===== src/rtl/reset_sequencer.sv =====
// Board-level reset sequencer: waits for all PLLs to lock, stretches reset, then
// releases each domain in order once its stagger delay and ready ack are satisfied.
module reset_sequencer #(
    parameter int LOCK_COUNT       = 2,
    parameter int NUM_DOMAINS      = 3,
    parameter int STRETCH_CYCLES   = 32,
    parameter int STAGGER_CYCLES   = 16,
    parameter int READY_TIMEOUT    = 1_000_000,
    parameter int HEARTBEAT_CYCLES = 50_000_000,
    parameter int FAULT_SHIFT      = 2
) (
    input  logic                   clock,
    input  logic                   reset,
    input  logic [LOCK_COUNT-1:0]  lock_in,
    input  logic [NUM_DOMAINS-1:0] domain_ready,
    input  logic                   fault_clear,
    output logic [NUM_DOMAINS-1:0] domain_reset,
    output logic                   all_ready,
    output logic                   fault,
    output logic                   heartbeat_led,
    output logic [1:0]             state_dbg
);

    typedef enum logic [1:0] {
        WAIT_LOCK = 2'd0,
        STRETCH   = 2'd1,
        RELEASE   = 2'd2,
        RUN       = 2'd3
    } state_t;

    localparam int TO_M1   = (READY_TIMEOUT > 0) ? READY_TIMEOUT - 1 : 0;
    localparam int MAX_A   = (STRETCH_CYCLES > STAGGER_CYCLES) ? STRETCH_CYCLES - 1 : STAGGER_CYCLES - 1;
    localparam int CNT_MAX = (TO_M1 > MAX_A) ? TO_M1 : MAX_A;
    localparam int CNT_W   = (CNT_MAX > 0) ? $clog2(CNT_MAX + 1) : 1;
    localparam int IDX_W   = (NUM_DOMAINS > 1) ? $clog2(NUM_DOMAINS) : 1;
    localparam int LED_W   = $clog2(HEARTBEAT_CYCLES);

    localparam logic [CNT_W-1:0] STRETCH_M1 = CNT_W'(STRETCH_CYCLES - 1);
    localparam logic [CNT_W-1:0] STAGGER_M1 = CNT_W'(STAGGER_CYCLES - 1);
    localparam logic [CNT_W-1:0] TIMEOUT_M1 = CNT_W'(TO_M1);
    localparam logic [CNT_W-1:0] CNT_SAT    = CNT_W'(CNT_MAX);
    localparam logic [IDX_W-1:0] LAST_IDX   = IDX_W'(NUM_DOMAINS - 1);
    localparam logic [LED_W-1:0] SLOW_M1    = LED_W'(HEARTBEAT_CYCLES - 1);
    localparam logic [LED_W-1:0] FAST_M1    = LED_W'((HEARTBEAT_CYCLES >> FAULT_SHIFT) - 1);

    logic [LOCK_COUNT-1:0]  sync1_q, sync2_q;
    state_t                 state_q, state_d;
    logic [CNT_W-1:0]       cnt_q, cnt_d, cnt_inc;
    logic [IDX_W-1:0]       idx_q, idx_d;
    logic [NUM_DOMAINS-1:0] dr_q, dr_d;
    logic                   all_ready_q, all_ready_d;
    logic                   fault_q, fault_d, set_fault;
    logic                   led_q, led_d;
    logic [LED_W-1:0]       lcnt_q, lcnt_d, led_top;
    logic                   fast_q, fast_d;
    logic                   locked;

    assign locked  = &sync2_q;
    // Saturate so a long wait with the timeout disabled cannot wrap the counter.
    assign cnt_inc = (cnt_q == CNT_SAT) ? cnt_q : cnt_q + CNT_W'(1);

    always_ff @(posedge clock or posedge reset) begin
        if (reset) begin
            sync1_q     <= '0;
            sync2_q     <= '0;
            state_q     <= WAIT_LOCK;
            cnt_q       <= '0;
            idx_q       <= '0;
            dr_q        <= '1;
            all_ready_q <= 1'b0;
            fault_q     <= 1'b0;
            led_q       <= 1'b0;
            lcnt_q      <= '0;
            fast_q      <= 1'b0;
        end else begin
            sync1_q     <= lock_in;
            sync2_q     <= sync1_q;
            state_q     <= state_d;
            cnt_q       <= cnt_d;
            idx_q       <= idx_d;
            dr_q        <= dr_d;
            all_ready_q <= all_ready_d;
            fault_q     <= fault_d;
            led_q       <= led_d;
            lcnt_q      <= lcnt_d;
            fast_q      <= fast_d;
        end
    end

    always_comb begin
        state_d   = state_q;
        cnt_d     = cnt_q;
        idx_d     = idx_q;
        dr_d      = dr_q;
        set_fault = 1'b0;
        if (state_q != WAIT_LOCK && !locked) begin
            // A drop during STRETCH only restarts; later states record a fault.
            state_d   = WAIT_LOCK;
            cnt_d     = '0;
            idx_d     = '0;
            dr_d      = '1;
            set_fault = (state_q == RELEASE) || (state_q == RUN);
        end else begin
            case (state_q)
                WAIT_LOCK: begin
                    dr_d  = '1;
                    cnt_d = '0;
                    idx_d = '0;
                    if (locked) state_d = STRETCH;
                end
                STRETCH: begin
                    if (cnt_q == STRETCH_M1) begin
                        state_d = RELEASE;
                        cnt_d   = '0;
                        idx_d   = '0;
                        dr_d[0] = 1'b0;
                    end else begin
                        cnt_d = cnt_inc;
                    end
                end
                RELEASE: begin
                    if (READY_TIMEOUT != 0 && cnt_q == TIMEOUT_M1) begin
                        state_d   = WAIT_LOCK;
                        cnt_d     = '0;
                        idx_d     = '0;
                        dr_d      = '1;
                        set_fault = 1'b1;
                    end else if (cnt_q >= STAGGER_M1 && domain_ready[idx_q]) begin
                        if (idx_q == LAST_IDX) begin
                            state_d = RUN;
                        end else begin
                            idx_d = idx_q + IDX_W'(1);
                            cnt_d = '0;
                            dr_d  = dr_q & ~((NUM_DOMAINS'(1) << idx_q) << 1);
                        end
                    end else begin
                        cnt_d = cnt_inc;
                    end
                end
                default: ;
            endcase
        end
        all_ready_d = (state_d == RUN);
    end

    always_comb begin
        fault_d = fault_q;
        if (fault_clear) fault_d = 1'b0;
        if (set_fault)   fault_d = 1'b1;
    end

    // LED half-period follows the fault flag; switching period restarts the count.
    assign led_top = fault_q ? FAST_M1 : SLOW_M1;

    always_comb begin
        led_d  = led_q;
        lcnt_d = lcnt_q;
        fast_d = fault_q;
        if (!(state_q == RUN || fault_q)) begin
            led_d  = 1'b0;
            lcnt_d = '0;
        end else if (fast_q != fault_q) begin
            lcnt_d = '0;
        end else if (lcnt_q == led_top) begin
            lcnt_d = '0;
            led_d  = ~led_q;
        end else begin
            lcnt_d = lcnt_q + LED_W'(1);
        end
    end

    assign domain_reset  = dr_q;
    assign all_ready     = all_ready_q;
    assign fault         = fault_q;
    assign heartbeat_led = led_q;
    assign state_dbg     = state_q;

endmodule


===== config.mk =====
export PLATFORM = sky130hd
export DESIGN_NAME = reset_sequencer
export DESIGN_NICKNAME = d
export VERILOG_FILES = /design/src/rtl/reset_sequencer.sv
export SDC_FILE = /design/constraint.sdc
export NUM_CORES = 1
export LEC_CHECK = 0
export BUFFER_PORTS_ARGS = -buffer_cell sky130_fd_sc_hd__buf_2
export CORE_ASPECT_RATIO = 1.1
export CORE_UTILIZATION = 40
export DETAILED_ROUTE_END_ITERATION = 6
export PLACE_DENSITY_LB_ADDON = 0.05
export SYNTH_ARGS = -nofsm -noshare
export SYNTH_HDL_FRONTEND = slang
export SYNTH_SLANG_ARGS = --single-unit

===== constraint.sdc =====
create_clock -name clock -period 2.1 [get_ports clock]
set_input_delay 0.105 -clock clock [delete_from_list [all_inputs] [get_ports clock]]
set_output_delay 0.105 -clock clock [all_outputs]
set_load 0.01 [all_outputs]

Word level (Yosys, flattened, before mapping):

Cells that the tools add are included.

* bits in latches: 0
* ROM bits: 0
* input port bits: 8
* memories kept: 0
* output and inout bits: 8
* register bits: 61
* memory bits (writable): 0
* logic and storage cells: 92

* reductions and logical operators: 15
* order comparisons: 2
* multiply operators: 0
* eq/ne operators: 15
* shifts and indexed selects: 1
* add/sub/neg operators: 3
* div/mod/pow operators: 0
* bitwise operators: 3
* multiplexer cells: 41

Operators with widths (number)
* 20-bit 2-to-1 mux: 6
* 26-bit 2-to-1 mux: 4
* 20-bit one-hot mux with 3 select lines: 1
* 26-bit by 1-bit adder with 26-bit output, second input constant: 1
* 26-bit == test: 1
* 2-bit 2-to-1 mux: 11
* 20-bit by 1-bit adder with 20-bit output, second input constant: 1
* 20-bit == test, second input constant: 1
* 20-bit by 5-bit == test with 1-bit output, second input constant: 1
* 20-bit by 4-bit greater-or-equal comparator with 1-bit output, second input constant: 1
* 3-bit 2-to-1 mux: 4
* 2-bit one-hot mux with 3 select lines: 2
* 1-bit 2-to-1 mux: 10
* 2-bit == test, second input constant: 4
* 2-bit AND reduction: 3
* 5-bit != test, second input constant: 1
* 4-bit by 2-bit != test with 1-bit output, second input constant: 1
* 4-bit != test, second input constant: 1
* 2-bit one-hot mux with 2 select lines: 1
* 4-bit AND reduction: 1
* 2-bit nonzero test: 2
* 4-bit nonzero test: 1
* 3-bit bitwise AND: 1
* 2-bit by 3-bit < comparator with 1-bit output, second input constant: 1
* 17 further kinds: 19

Logic depth before layout (Yosys ltp):

Gate-level depths: netlist (run 1).

* depth in word-level cells: 8
* depth in mapped cells: 8
* mapped depth without buffers: 7

Worst setup path before layout (run 1):

No wires, ideal clock.

* path type: register -> register
* start: register fault_q (netlist: fault)
* end: register lcnt_q[20]
* slack: 0.060 ns
* cell stages (with the launch flop): 8
* path buffers: 2
* arrival time: 1.921 ns
* cells stage by stage: dfrtp_1 -> or4b_2 -> nor3_1 -> o2111a_1 -> or2_2 -> buf_2 -> buf_4 -> nor2_1

* word-level cells in the longest chain between the ends: 5

Ends and longest elaborated chain
* start: declaration: line 52 `logic fault_q, fault_d, set_fault;`
* start signal: assignment: line 83 `fault_q <= fault_d;`
* 26-bit 2-to-1 mux: line 153 `assign led_top = fault_q ? FAST_M1 : SLOW_M1;`
* 26-bit == test: line 164 `end else if (lcnt_q == led_top) begin`
* 26-bit 2-to-1 mux: line 164
* 26-bit 2-to-1 mux: line 162 `end else if (fast_q != fault_q) begin`
* 26-bit 2-to-1 mux (*): line 159 `if (!(state_q == RUN || fault_q)) begin`
* net lcnt_d[20]: line 54 `logic [LED_W-1:0] lcnt_q, lcnt_d, led_top;`
* end signal: assignment: line 85 `lcnt_q <= lcnt_d;`
* end: declaration: line 54

The timed path passes the listed nets; every way through them passes the cells marked *.
A chain may end at the register's enable or synchronous reset.

Final worst setup path (run 1):

* start: register cnt_q[12]
* end: register cnt_q[5]

* word-level cells in the longest chain between the ends: 6

Ends and longest elaborated chain
* start: declaration: line 48 `logic [CNT_W-1:0] cnt_q, cnt_d, cnt_inc;`
* start signal: assignment: line 79 `cnt_q <= cnt_d;`
* 20-bit by 4-bit greater-or-equal comparator with 1-bit output or 20-bit == test (tied branches): line 128, 60, 122
* 1-bit logical AND or 20-bit 2-to-1 mux (tied branches): line 128, 60
* 20-bit 2-to-1 mux: line 128 `end else if (cnt_q >= STAGGER_M1 && domain_ready[idx_q]) begin`
* 20-bit 2-to-1 mux: line 122 `if (READY_TIMEOUT != 0 && cnt_q == TIMEOUT_M1) begin`
* 20-bit one-hot mux with 3 select lines: line 104 `case (state_q)`
* 20-bit 2-to-1 mux: line 96 `if (state_q != WAIT_LOCK && !locked) begin`

Several ways; a longest one is shown, not always the timed one.

==> reports/results.ini, run 1 <==
[detailed_routing]
via_count = 3058
wl_per_cell_um = 14.9
routed_wl_um = 8590
drc_errors = 0
ant_nets = 0
first_iter_violations = 89
viasPerCell = 5.32
dr.pass1.iters = 4

[timing]
worst_slew_pin_slew_ns = 0.387
timing.fmax_ghz = 0.463
rsz0062_at_grt = yes
worst_slack_ns = -0.0601
final_hold_viol_count = 0
final_max_slew_viol_count = 0
skew_ns = 0.00791
timing.slew.headroom_pct = 74.0
setup_viol = 9
timing.final.crit_share_pct = 103
period_minus_slack_ns = 2.16

[pwr]
p_sw_uw = 856
p_sw_share_pct = 28.3
pwr-share-comb_pct = 20.1
p_per_area_mw_per_mm2 = 660
seq_power_share_pct = 40.2
power_frac_clock_pct = 39.6
p_int_uw = 2160
p_leak_uw = 0.00198
peakVddDrop_v = 0.000370
design_power_total_uw = 3020

[global_route]
grt_use_total_pct = 19.8
grt_pass1_vias = 2998
antenna_found_initial = 0
gr-total-overflow = 0
grt_pass1_wl_um = 14100
grt_max_degree = 47

[cells_and_area]
regArea_sq_mm = 0.00153
final_nets = 476
drive_gt1_share_pct = 30.4
fillers = 758
multiInputGateArea_sq_mm = 0.00196
fin_cells = 575
diodes = 0
mostFrequentLayoutCells = 58 x dfrtp_1, 58 x buf_4, 50 x nand2_1
syn_to_final_growth_pct = 33.0

[clocking]
h-tree-depth = 3
clkLatencyLatePin_ns = 0.34
cts_buffers = 9
cts_root_buffer = clkbuf_8
cts.sinks = 61
cts_tree = yes
clockBufferDepth = 2
path_clk_slew_ns = 0.07

[worst_setup_path]
crit_slowest_cell = dfrtp_1
max_stage_delay_ns = 0.43
cp_data_arrival_time_ns = 2.40
crit_path_cell_trace = nor4_4 -> and4_4 -> a21oi_2 -> o32ai_4 -> nand2_4 -> o41ai_4
crit_start = cnt_q[12]
r2r-start = cnt_q[12]
cp-end-kind = flop
worst-path-max-fanout = 9
path_class = reg -> reg
start_kind = flop
worstPathRequired_ns = 2.34

[logic_synthesis]
synth_edf_count = 0
synthArstFlopShare_pct = 100
yosys_warnings = 0
ys.flop_type = dfrtp_1
avgSynthCellArea_sq_um = 9.27
seq_area_frac_synth_pct = 44.5
synth-seq-cells = 61
synthDistinctLibCells = 54
netlist_area_sq_mm = 0.00344
syn_inst = 371
synthesis.nets = 388

[place]
dp_cells = 545
pre_cts_slack_ns = -0.0954
dp_hpwl_um = 5980
port_buffers = 15
gp_congestion = 0.851

[floorplanning]
die-area_sq_mm = 0.00897
die_y_um = 99.3
start_util_pct = 41.1
die_x_um = 90.4
rows = 35
core-area_sq_mm = 0.00836
io_pins = 16

[run_status]
outcome = finished with violations
violations = negative setup slack

[min_path]
hold_path.class = in -> async

[run]
maxCapViolCount = 0

-- per-layer routing --
layer / vias up / GRT usage (%) / wire length (um)
met3: 10 / 3.90 / 175
met4: 0 / 7.69 / 135
met5: - / 0 / 0
met1: 1492 / 24.9 / 3930
met2: 41 / 33.7 / 4350
li1: 1515 / - / -
-- synth_stat cells (all sizes together) (2+ instances only) --
cell	n	area share (%)
a21o	3	0.65
dfstp	3	2.3
or3	3	0.55
and4	5	1.3
nand4	10	1.8
mux2i	3	0.87
xnor2	8	2.0
o31ai	5	1.1
inv	15	1.6
xor2	16	4.1
o221ai	2	0.51
nor3	6	0.87
buf	7	1.6
a22o	2	0.51
and2	2	0.36
a22oi	5	1.1
nor4	6	2.0
o21ai	13	2.1
nand3	32	4.7
nand2b	2	0.36
o21a	4	1.1
dfrtp	58	42
or2	2	0.36
a21oi	14	2.1
o311ai	6	1.5
o41ai	2	0.95
and3	14	2.5
nor2	47	5.2
ha	9	3.3
nand2	51	5.8
-- power by group through the flow --
stage | Sequential [uW] | Clock (uW) | Combinational, uW
3_5_place_dp | 1240 | 0 | 514
6_report | 1210 | 1200 | 608
4_1_cts | 1210 | 1220 | 545
2_1_floorplan | 1250 | 0 | 304
3_3_place_gp | 1240 | 0 | 512
5_1_grt | 1220 | 1280 | 662
-- critical path: cells and delay by family, from the launching register on --
| kind | cells | cell delay, ns |
|---|---|---|
| compound gates | 3 | 0.77 |
| flops | 1 | 0.43 |
| simple gates | 3 | 0.86 |
-- metrics by stage --
step | hold WS, ns | area [sq um] | setup TNS [ns] | utilization [%]
floorplan | 0.136 | 3440 | 0 | -
global placement | 0.0973 | 4050 | -0.390 | 48.4
detailed placement | 0.105 | 4050 | -0.611 | 48.4
CTS | 0.281 | 4370 | -0.00232 | 52.2
global route | 0.295 | 4570 | -2.24 | 54.7
finish | 0.273 | 4570 | -0.282 | 54.7
-- cell type report --
cell class                      count  share of cell area [%]
Sequential cell                    61                    33.5
Tap cell                          111                    3.04
Clock buffer                       10                    3.01
Timing Repair Buffer               84                    14.5
Inverter                           15                    1.23
Multi-Input combinational cell    288                    42.8
Clock inverter                      6                    1.89
-- state kept, by name, indices dropped and copies added (netlist names), 2 cells and up --
register	cells
domain_reset	3
cnt_q	20
idx_q	2
sync2_q	2
sync1_q	2
lcnt_q	26
state_dbg	2
-- final timing paths --
| check | cells after the start | slack (ns) | end |
|---|---|---|---|
| max in group asynchronous | 4 | 1.20 | domain_reset[0] |
| hold reg to reg | 0 | 0.35 | sync2_q[0] |
| hold / removal | 3 | 0.27 | fast_q |
| min in group clock | 0 | 0.35 | sync2_q[0] |
| setup / recovery | 6 | -0.06 | cnt_q[5] |
| setup reg to reg | 6 | -0.06 | cnt_q[5] |
-- logic make-up after synthesis --
group	count (synthesis)	synth area share, %
and+or+nand+nor	184	26.7
AOI/OAI and AO/OA	68	15.3
DFF	61	44.5
xor gates and xnor gates	24	6.11
buffers and inverters	22	3.24
adders and majority gates	9	3.27
muxes	3	0.873
-- timing repair --
item	4_1_cts	5_1_grt
pin swaps	2	10
endpoints found under the setup margin	16	27
endpoints found under the hold margin	18	0
setup buffers	4	7
hold buffers	4	0
gates resized for setup	7	29
Note: power is estimated with default switching activity, not from simulation.
==> run 2: changes to the inputs <==
--- a/config.mk
+++ b/config.mk
@@ -5,6 +5,7 @@
 export SDC_FILE = /design/constraint.sdc
 export NUM_CORES = 1
 export LEC_CHECK = 0
+export ABC_AREA = 1
 export BUFFER_PORTS_ARGS = -buffer_cell sky130_fd_sc_hd__buf_2
 export CORE_ASPECT_RATIO = 1.1
 export CORE_UTILIZATION = 40
==> run 2 against run 1 <==
Effect of this change: the flow now finishes without violations; highest routed layer unchanged; clock power about the same; total power decreased by 5.6%; synthesized cell count increased by 40%; wire length increased by 0.86%.
==> reports/results.ini, run 2 <==
[place]
port_buffers = 15
pre_cts_slack_ns = 0.133
dp_hpwl_um = 6310
gp_congestion = 0.841

[logic_synthesis]
synthTopCellsByArea = dfrtp_1 38%, nand2_1 13%, nor2_1 7.1%, inv_1 6.7%, nand3_1 6.2%
syn_inst = 518
seq_area_frac_synth_pct = 40.3
netlist_area_sq_mm = 0.00380
yosysMostFrequentCell = nand2_1
avgSynthCellArea_sq_um = 7.33
ys.flop_type = dfrtp_1
synthesis.nets = 535
synth-seq-cells = 61
synth_edf_count = 0
yosysTopAreaCell = dfrtp_1
synthDistinctLibCells = 35
synth_top_cell_area_share_pct = 38.2
yosys_warnings = 0
synthArstFlopShare_pct = 100
synth_commonest_cells = 127 x nand2_1, 72 x nor2_1, 68 x inv_1, 58 x dfrtp_1, 47 x nand3_1

[cells_and_area]
final_common_cell = nand2_1
largest_register_ffs = 26
final_nets = 563
diodes = 0
mostFrequentLayoutCells = 127 x nand2_1, 72 x nor2_1, 67 x inv_1
syn_to_final_growth_pct = 13.3
drive_gt1_share_pct = 14.0
top_register = lcnt_q

[timing]
worst_slew_pin_slew_ns = 0.360
timing.final.crit_share_pct = 88.3
skew_ns = 0.0137
worst_slack_ns = 0.245
rsz0062_at_grt = no
period_minus_slack_ns = 1.85
finalSetupTns_ns = 0
timing.hold.ws_ns = 0.351
final_hold_viol_count = 0
timing.slew.headroom_pct = 75.8
final_max_slew_viol_count = 0
timing.fmax_ghz = 0.539
setup_viol = 0

[worst_setup_path]
cp-end-kind = flop
crit_family = simple AND/OR/NAND/NOR gates
worst-path-max-fanout = 20
path_class = reg -> reg
cp_data_arrival_time_ns = 2.14
start_kind = flop
crit_path_cell_trace = ha_1 -> nand2_2 -> nor2_4 -> nand2_4 -> nor2_4 -> a21oi_2 -> nand2_1 -> a21oi_1 -> buf_4 -> nand3_1 -> nand2_1
critPathBufInv = 1
crit_slowest_cell = dfrtp_1
worstPathRequired_ns = 2.38
max_stage_delay_ns = 0.42

[pwr]
design_power_total_uw = 2850
peakVddDrop_v = 0.000428
p_leak_uw = 0.00206
p_per_area_mw_per_mm2 = 662

[clocking]
path_clk_slew_ns = 0.07
cts.sinks = 61
clockBufferDepth = 2
clkLatencyLatePin_ns = 0.35
h-tree-depth = 3
cts_root_buffer = clkbuf_8
cts_buffers = 9
cts_tree = yes
cts_setup_buffers = 0

[run]
maxCapViolCount = 0

[floorplanning]
start_util_pct = 41.9
io_pins = 16
die_y_um = 104
die-area_sq_mm = 0.00989
die_x_um = 94.9
rows = 36
core-area_sq_mm = 0.00905

[detailed_routing]
first_iter_violations = 119
wl_per_cell_um = 13.0
viasPerCell = 4.89
routed_wl_um = 8660
drc_errors = 0
via_count = 3253
ant_nets = 0
dr.pass1.iters = 4

[global_route]
grt_use_total_pct = 19.1
grt_max_degree = 62
grt_pass1_vias = 3196
grt_pass1_wl_um = 14800
antenna_found_initial = 0
gr-total-overflow = 0

[min_path]
hold_path.class = reg -> reg

[run_status]
outcome = finished clean

==> run 2: changes by cell type after synthesis, moves of 7 or more <==
cell | before | now
and3_1 | 14 | 0
nand2_1 | 50 | 127
nor2_1 | 46 | 72
nor3_1 | 6 | 21
nand3_1 | 32 | 47
xor2_1 | 16 | 23
inv_1 | 15 | 68
nor2_2 | 1 | 10
==> run 2: through the flow <==
step	instances	area [sq um]	util, %
after floorplan	518	3800	-
after global placement	645	4030	44.6
after detailed placement	645	4030	44.6
after CTS	665	4300	47.4
after global routing	665	4300	47.5
final	665	4300	47.5
==> run 2: cell type report <==
class / instances / area [sq um]
Fill cell: 935 / 4750
Multi-Input combinational cell: 374 / 1930
Sequential cell: 61 / 1530
Inverter: 73 / 277
Timing Repair Buffer: 27 / 200
Tap cell: 114 / 143
Clock buffer: 9 / 124
Clock inverter: 7 / 97.6
==> run 2: power breakdown <==
group	switching, uW	internal, uW	total, uW
Combinational	279	138	417
Clock	523	672	1190
Sequential	24.5	1210	1240
Total	826	2020	2850
==> run 2: path summary, 6_finish.rpt <==
path | start | to | slack, ns | depth (start not counted)
max in group asynchronous | reset | domain_reset[0] | 1.41 | 4
min in group asynchronous | reset | lcnt_q[22] | 0.37 | 4
hold reg to reg | sync1_q[0] | sync2_q[0] | 0.35 | 0
setup reg to reg | cnt_q[1] | cnt_q[0] | 0.25 | 11
hold / removal | sync1_q[0] | sync2_q[0] | 0.35 | 0
setup / recovery | cnt_q[1] | cnt_q[0] | 0.25 | 11
==> run 2: kinds of logic (layout without fill, tap and decap cells) <==
kind of cell | count (synthesis) | in the layout | synth area share (%)
simple gates | 306 | 306 | 36.5
fa+ha+maj | 9 | 9 | 2.97
buf+inv | 83 | 116 | 8.96
flops | 61 | 61 | 40.3
xor+xnor | 30 | 30 | 6.92
compound gates | 29 | 29 | 4.35
==> run 2: timing repair <==
| item | in CTS | in global routing |
|---|---|---|
| hold endpoints to repair | 61 | 0 |
| hold buffers | 4 | 0 |
| resized for setup | 0 | 3 |
| endpoints found under the setup margin | 0 | 20 |
==> run 2: metal layers <==
metal | up-vias | GRT usage, % | wire length, um
met1 | 1525 | 24.0 | 4080
li1 | 1680 | - | -
met4 | 0 | 6.71 | 157
met5 | - | 0 | 0
met2 | 36 | 31.7 | 4230
met3 | 12 | 4.53 | 195
==> run 3: changes to the inputs <==
==> constraint.sdc (replaced) <==
create_clock -name clock -period 2.1 [get_ports clock]
set_input_delay 0.42 -clock clock [delete_from_list [all_inputs] [get_ports clock]]
set_output_delay 0.42 -clock clock [all_outputs]
set_load 0.01 [all_outputs]
==> run 3 against run 2 <==
Effect of this change: wire length is 3.2% lower; via count is 3.2% lower; first-iteration DRC count is 10% lower; sequential share of layout area is 0.71 points higher; critical path depth stayed put; flip-flop and latch count stayed put; die area stayed put; clock power is 12% lower.
==> reports/results.ini, run 3 (synthesis gave the netlist of run 2 again) <==
[pwr]
peakVddDrop_v = 0.000340
p_per_area_mw_per_mm2 = 638
p_leak_uw = 0.00202

[worst_setup_path]
crit_slowest_cell = dfrtp_1
worstPathRequired_ns = 2.37
start_kind = flop
cp_data_arrival_time_ns = 2.20
max_stage_delay_ns = 0.42
crit_path_cell_trace = ha_1 -> nand2_2 -> nor2_4 -> nand2_4 -> nor2_4 -> a21oi_1 -> nand2_1 -> a21oi_1 -> buf_6 -> nand3_1 -> nand2_1
worst-path-max-fanout = 20
critPathBufInv = 1
cp-end-kind = flop
crit_family = simple AND/OR/NAND/NOR gates
path_class = reg -> reg

[timing]
timing.fmax_ghz = 0.519
skew_ns = 0.00610
final_hold_viol_count = 0
timing.slew.headroom_pct = 75.9
period_minus_slack_ns = 1.93
final_max_slew_viol_count = 0
worst_slew_pin_slew_ns = 0.359
timing.hold.ws_ns = 0.151
rsz0062_at_grt = no
setup_viol = 0
finalSetupTns_ns = 0
timing.final.crit_share_pct = 91.8

[cells_and_area]
fin_cells = 659
final_common_cell = nand2_1
final_nets = 557
syn_to_final_growth_pct = 11.1
fillers = 893
drive_gt1_share_pct = 13.2
diodes = 0
mostFrequentLayoutCells = 127 x nand2_1, 72 x nor2_1, 67 x inv_1
largest_register_ffs = 26
top_register = lcnt_q

[global_route]
grt_max_degree = 62
gr-total-overflow = 0
grt_use_total_pct = 18.7
grt_pass1_vias = 3192
antenna_found_initial = 0
grt_pass1_wl_um = 14600

[place]
gp_congestion = 0.868
dp_cells = 643
port_buffers = 15
dp_hpwl_um = 5930

[floorplanning]
io_pins = 16
die_y_um = 104
core-area_sq_mm = 0.00905
start_util_pct = 41.9
die_x_um = 94.9
rows = 36
die-area_sq_mm = 0.00989

[detailed_routing]
routed_wl_um = 8380
via_count = 3150
ant_nets = 0
drc_errors = 0
first_iter_violations = 107
dr.pass1.iters = 5
viasPerCell = 4.78
wl_per_cell_um = 12.7

[clocking]
cts_buffers = 9
path_clk_slew_ns = 0.07
cts_resized = 0
cts_tree = yes
cts.sinks = 61
h-tree-depth = 3
cts_setup_buffers = 0
cts_root_buffer = clkbuf_8
clockBufferDepth = 2
hold_buffers = 0
clkLatencyLatePin_ns = 0.34

[run_status]
outcome = finished clean

[min_path]
hold_path.class = in -> async

[run]
maxCapViolCount = 0

[run 3: cell types whose count changed in the layout (fill, tap and decap cells not counted), sizes merged]
| cell | change |
|---|---|
| dlygate4sd3 | -4 |
| clkbuf | +3 |
| buf | -2 |
| bufinv | -1 |
| clkinvlp | -1 |
| inv | -1 |
[run 3: worst min-delay path, cell delays in order]
cell and delay [ns]:
buf_2 0.10, inv_2 0.06, buf_12 0.30
[run 3: layout make-up]
type	count	area, sq um	share of cell area (%)
Timing Repair Buffer	21	149	3.53
Inverter	73	277	6.56
Clock inverter	4	47.5	1.13
Multi-Input combinational cell	374	1930	45.7
Clock buffer	12	145	3.44
Tap cell	114	143	3.38
Sequential cell	61	1530	36.3
[run 3: power breakdown]
| part | leakage (uW) | internal (uW) | switching, uW | total [uW] |
|---|---|---|---|---|
| Sequential | 0.000832 | 1210 | 22.5 | 1240 |
| Combinational | 0.00110 | 136 | 275 | 411 |
| Clock | 0.0000964 | 578 | 469 | 1050 |
| Total | 0.00202 | 1930 | 766 | 2690 |
[run 3: layer usage]
metal / global-route usage [%] / wire (um) / up-vias
li1: - / - / 1663
met1: 22.9 / 3870 / 1431
met2: 32.0 / 4130 / 40
met3: 3.58 / 211 / 16
met4: 7.14 / 172 / 0
met5: 0 / 0 / -
[run 3: worst paths after layout]
kind	end	depth (start not counted)	slack, ns	start
worst max-delay path	cnt_q[19]	11	0.17	cnt_q[1]
min in group clock	sync1_q[0]	1	0.19	lock_in[0]
worst min register to register	sync2_q[1]	0	0.35	sync1_q[1]
worst min-delay path	state_dbg[0]	3	0.15	reset
max in group asynchronous	domain_reset[2]	3	1.65	reset
worst max register to register	cnt_q[19]	11	0.17	cnt_q[1]
[run 3: metrics by stage]
step / power [uW] / setup slack (ns) / cell area [sq um] / util, %
6_report: 2690 / 0.172 / 4220 / 46.6
4_1_cts: 2740 / 0.141 / 4210 / 46.5
2_1_floorplan: 1550 / 0.172 / 3800 / -
5_1_grt: 2860 / 0.00101 / 4220 / 46.6
3_5_place_dp: 1670 / 0.154 / 4020 / 44.4
3_3_place_gp: 1670 / 0.197 / 4020 / 44.4
